File: src/rtl/rr_arbiter_4_pkg.sv
// Shared definitions for the four-requester round-robin arbiter.
package rr_arbiter_4_pkg;

    typedef enum logic {
        IDLE  = 1'b0,
        GRANT = 1'b1
    } state_t;

    localparam int         N_REQ   = 4;
    localparam logic [1:0] PTR_RST = 2'b11;

endpackage

File: src/rtl/rr_arbiter_4_decoder.sv
// 2-to-4 binary-to-one-hot decoder used to drive the grant select.
module Decoder_2to4 (
    input  logic [1:0] A,
    output logic [3:0] Y
);

    assign Y = 4'b0001 << A;

endmodule

File: src/rtl/rr_arbiter_4.sv
// Round-robin arbiter for four requesters with bounded hold time
// and one idle cycle between consecutive grants.
module rr_arbiter_4
    import rr_arbiter_4_pkg::*;
#(
    parameter int MAX_HOLD = 16
) (
    input  logic       clk,
    input  logic       rst_n,
    input  logic [3:0] req,
    input  logic       done,
    output logic [3:0] gnt,
    output logic [1:0] gnt_idx,
    output logic       busy,
    output logic       timeout
);

    localparam int CW = (MAX_HOLD > 1) ? $clog2(MAX_HOLD) : 1;
    localparam logic [CW-1:0] CNT_LAST = CW'(MAX_HOLD - 1);

    state_t        r_state;
    state_t        w_state_nxt;
    logic [1:0]    r_ptr;
    logic [1:0]    r_idx;
    logic [1:0]    w_idx_nxt;
    logic [CW-1:0] r_cnt;
    logic [CW-1:0] w_cnt_nxt;
    logic          w_timeout;
    logic [2:0]    w_pick;
    logic [3:0]    w_dec;

    // Nearest set bit after ptr wins; ptr itself has lowest priority.
    function automatic logic [2:0] rr_pick(
        input logic [1:0] ptr,
        input logic [3:0] rq
    );
        logic [2:0] res;
        logic [1:0] idx;
        res = '0;
        for (int i = N_REQ; i >= 1; i--) begin
            idx = ptr + 2'(i);
            if (rq[idx]) res = {1'b1, idx};
        end
        return res;
    endfunction

    assign w_pick = rr_pick(r_ptr, req);

    always_comb begin
        w_state_nxt = r_state;
        w_idx_nxt   = r_idx;
        w_cnt_nxt   = r_cnt;
        w_timeout   = 1'b0;
        unique case (r_state)
            IDLE: begin
                if (w_pick[2]) begin
                    w_state_nxt = GRANT;
                    w_idx_nxt   = w_pick[1:0];
                    w_cnt_nxt   = '0;
                end
            end
            GRANT: begin
                w_cnt_nxt = r_cnt + 1'b1;
                if (done || !req[r_idx]) begin
                    w_state_nxt = IDLE;
                end else if (r_cnt == CNT_LAST) begin
                    w_timeout   = 1'b1;
                    w_state_nxt = IDLE;
                end
            end
            default: w_state_nxt = IDLE;
        endcase
    end

    always_ff @(posedge clk or negedge rst_n) begin
        if (!rst_n) begin
            r_state <= IDLE;
            r_ptr   <= PTR_RST;
            r_idx   <= PTR_RST;
            r_cnt   <= '0;
        end else begin
            r_state <= w_state_nxt;
            r_idx   <= w_idx_nxt;
            r_cnt   <= w_cnt_nxt;
            if (r_state == IDLE && w_pick[2]) r_ptr <= w_pick[1:0];
        end
    end

    Decoder_2to4 u_dec (
        .A (r_idx),
        .Y (w_dec)
    );

    assign busy    = (r_state == GRANT);
    assign gnt     = w_dec & {4{busy}};
    assign gnt_idx = r_idx;
    assign timeout = w_timeout;

endmodule

File: config.mk
export PLATFORM = sky130hd
export DESIGN_NAME = rr_arbiter_4
export DESIGN_NICKNAME = d
export VERILOG_FILES = /design/src/rtl/rr_arbiter_4_pkg.sv /design/src/rtl/rr_arbiter_4_decoder.sv /design/src/rtl/rr_arbiter_4.sv
export SDC_FILE = /design/constraint.sdc
export NUM_CORES = 1
export LEC_CHECK = 0
export CELL_PAD_IN_SITES_DETAIL_PLACEMENT = 1
export CELL_PAD_IN_SITES_GLOBAL_PLACEMENT = 2
export CORE_ASPECT_RATIO = 0.9
export CORE_MARGIN = 5
export CORE_UTILIZATION = 27
export CTS_CLUSTER_DIAMETER = 120
export DETAILED_ROUTE_END_ITERATION = 10
export PLACE_DENSITY = 0.83
export SLEW_MARGIN = 10
export SYNTH_ARGS = -nofsm -noshare
export SYNTH_HDL_FRONTEND = slang
export SYNTH_SLANG_ARGS = --single-unit
File: constraint.sdc
create_clock -name clk -period 2.08 [get_ports clk]
set_input_delay 0.624 -clock clk [delete_from_list [all_inputs] [get_ports clk]]
set_output_delay 0.624 -clock clk [all_outputs]
set_load 0.005 [all_outputs]
==> results.yml <==
outcome:
  run_status: "finished with violations"
  violations: "setup timing"
synthesis:
  synth_warnings: 0
  syn_area_um2: 594
  synthCells: 71
  ys_seq_area_frac: 0.299
  synth.avg_cell_area_um2: 8.37
  yosysUniqueCellTypes: 27
  syn_nets: 83
  synth-seq-cells: 7
clock_tree:
  clk_pin_slew_ns: 0.05
  tritoncts: "yes"
  clk_path_buf_depth: 2
  holdBufCountCts: 0
  root_buffer: "clkbuf_4"
  numCtsBuffers: 3
  cts_max_level: 1
  clock_sinks: 7
  insertion_delay_ns: 0.25
global_routing:
  grt_usage: 0.128
  grt_max_degree: 9
  overflow: 0
  antenna_found_initial: 0
  grt_pass1_wl_um: 3060
  grt_pass1_vias: 661
worst_hold_path:
  holdPathStages: 1
  worstHoldPathType: "reg2reg"
timing:
  fin_crit_sh: 1.11
  final_hold_viol_count: 0
  max_freq_mhz: 432
  fin_crit_ns: 2.31
  slew_violations: 0
  skew_ns: 0.00125
  tightest_slew_ns: 0.309
  setup_ws_ns: -0.234
  maxSlewHeadroom: 0.794
  setup_viol: 1
  rsz0062_at_grt: "true"
  whs_ns: 0.520
place:
  pre_cts_ws_ns: -0.758
  gp_congestion: 0.795
  dp_hpwl_um: 1370
  numPortBuffers: 14
  place_inst: 121
worst_setup_path:
  slowest_stage: "dfstp_2"
  crit_path_start_kind: "flop"
  cp_top_family: "flip-flops"
  worstPathArrival_ns: 1.69
  worstSetupEndpointType: "output pin"
  critPathRequiredTime_ns: 1.46
  critPathBufInv: 2
  cp.depth: 5
  worstPathCellList: "buf_6, mux4_2, nand2b_4, nor3_2, buf_2"
  critPathKind: "reg2out"
  crit_path_max_fanout: 2
  reg2reg_depth: 8
  cpPeakStageDelay_ns: 0.54
power:
  p_total_mw: 1.43
  ir_drop_uv: 633
  power_density_mw_per_mm2: 1410
  leakage_nw: 0.474
floorplanning:
  core_mm2: 0.00214
  num_io_pins: 15
  rows: 16
  die_area_mm2: 0.00324
  start_util: 0.277
  die_w_um: 59.5
  dieHeight_um: 54.5
cells_and_area:
  layoutNonFillerInstCount: 136
  drive_gt1_frac: 0.431
  fin_nets: 122
  syn2layout_area_growth_pct: 70.9
  fillers: 263
  antenna_cells: 0
drt:
  viasPerCell: 4.80
  drc: 0
  antenna_left: 0
  drtIter0Drc: 17
  drt_first_pass_iters: 3
  wl_um: 1870
  wl_per_cell_um: 13.7
  num_vias: 653
job:
  maxCapViolCount: 0
==> stage by stage <==
stage / area [µm²] / utilization / setup TNS (ns)
detailed placement: 836 / 0.390 / -1.04
global placement: 836 / 0.390 / -0.893
CTS: 905 / 0.422 / -0.235
finish: 1020 / 0.474 / -0.234
global route: 1020 / 0.474 / -0.342
floorplan: 594 / - / 0
==> logic make-up (layout without fill, tap and decap cells) <==
| logic type | count (synthesis) | after routing | synth area share |
|---|---|---|---|
| and+or+nand+nor | 28 | 28 | 0.227 |
| AOI/OAI and AO/OA | 20 | 20 | 0.215 |
| buffers and inverters | 8 | 46 | 0.0695 |
| DFF | 7 | 7 | 0.299 |
| adders and majority gates | 5 | 5 | 0.105 |
| muxes | 2 | 2 | 0.0695 |
| xor gates and xnor gates | 1 | 1 | 0.0147 |
==> cell type report <==
type	count	area, µm²	area share
multi-input combinational	56	429	0.422
timing repair buffer	37	324	0.319
sequential	7	179	0.176
tap	27	33.8	0.0333
clock buffer	4	26.3	0.0259
inverter	5	23.8	0.0234
==> cell usage in the layout, fill, tap and decap left out <==
master | Yosys | final
a21oi_1 | 3 | 3
dlymetal6s2s_1 | 0 | 1
o211ai_1 | 1 | 1
clkbuf_4 | 0 | 3
inv_6 | 0 | 1
mux4_2 | 0 | 1
and2_4 | 0 | 3
dfrtp_1 | 5 | 4
nand2b_4 | 0 | 1
dlygate4sd2_1 | 0 | 5
inv_2 | 0 | 1
ha_4 | 0 | 3
o32ai_1 | 1 | 1
buf_6 | 1 | 8
a41oi_1 | 1 | 1
clkbuf_1 | 1 | 1
buf_2 | 0 | 1
buf_4 | 1 | 19
o2bb2ai_1 | 1 | 1
nand2_1 | 8 | 8
clkdlybuf4s50_1 | 0 | 3
nand2b_1 | 4 | 3
a311oi_2 | 1 | 1
dfrtp_2 | 0 | 1
mux2_4 | 1 | 1
a22oi_1 | 1 | 1
xor2_1 | 1 | 1
o22ai_1 | 1 | 1
inv_1 | 5 | 3
nand3_1 | 3 | 3
ha_1 | 5 | 2
dfstp_2 | 2 | 2
nor2_1 | 6 | 6
nor4_1 | 1 | 1
o21ai_0 | 9 | 9
nor3_2 | 0 | 1
and2_1 | 5 | 2
o21ai_1 | 1 | 1
==> routing by layer <==
layer	GRT usage	vias to the layer above	routed length, µm
li1	-	327	-
met5	0	-	0
met3	0.0354	2	68
met2	0.215	11	976
met1	0.156	313	802
met4	0.0453	0	19
==> sequential cells by signal, summed over array words and instances (netlist names) <==
register  flops
r_cnt         4
busy          1
r_ptr         2
==> power by group <==
group          switching [mW]  total, mW  internal [mW]  leakage (nW)
logic                   0.455       1.04          0.587         0.375
clock network          0.0493      0.122         0.0731        0.0150
registers              0.0561      0.266          0.210        0.0847
total                   0.561       1.43          0.870         0.474
==> final timing paths <==
| check | endpoint | slack (ns) | from |
|---|---|---|---|
| worst min register to register | r_cnt[0]$_DFFE_PN0P_ | 0.52 | r_cnt[0]$_DFFE_PN0P_ |
| worst max register to register | r_ptr[1]$_DFFE_PN1P_ | 0.21 | r_ptr[0]$_DFFE_PN1P_ |
| worst max-delay path | timeout | -0.23 | r_ptr[0]$_DFFE_PN1P_ |
| min in group asynchronous | r_cnt[3]$_DFFE_PN0P_ | 0.63 | rst_n |
| max in group asynchronous | r_ptr[0]$_DFFE_PN1P_ | 1.17 | rst_n |
| worst min-delay path | r_cnt[0]$_DFFE_PN0P_ | 0.52 | r_cnt[0]$_DFFE_PN0P_ |
==> Yosys cell counts <==
| master | count | area [µm²] |
|---|---|---|
| a41oi_1 | 1 | 8.76 |
| ha_1 | 5 | 62.6 |
| mux4_1 | 1 | 26.3 |
| nor3_1 | 1 | 5.00 |
| clkbuf_1 | 1 | 3.75 |
| xor2_1 | 1 | 8.76 |
| dfrtp_1 | 5 | 125 |
| buf_4 | 1 | 7.51 |
| inv_1 | 5 | 18.8 |
| a22oi_1 | 1 | 7.51 |
| nand2_1 | 8 | 30.0 |
| mux2_4 | 1 | 15.0 |
| o22ai_1 | 1 | 6.26 |
| o21ai_1 | 1 | 5.00 |
| and2_1 | 5 | 31.3 |
| a311oi_2 | 1 | 15.0 |
| o32ai_1 | 1 | 8.76 |
| nor2_1 | 6 | 22.5 |
| nand3_1 | 3 | 15.0 |
| o21ai_0 | 9 | 45.0 |
| o2bb2ai_1 | 1 | 8.76 |
| o211ai_1 | 1 | 7.51 |
| nand2b_1 | 4 | 25.0 |
| a21oi_1 | 3 | 15.0 |
| nor4_1 | 1 | 6.26 |
| buf_6 | 1 | 11.3 |
| dfstp_2 | 2 | 52.6 |
==> timing repair <==
| item | 4_1_cts | 5_1_grt |
|---|---|---|
| resized for setup | 29 | 20 |
| endpoints found under the setup margin | 6 | 5 |
| setup buffers | 8 | 3 |
| pin swaps | 0 | 5 |
Note: power is estimated with default switching activity, not from simulation.
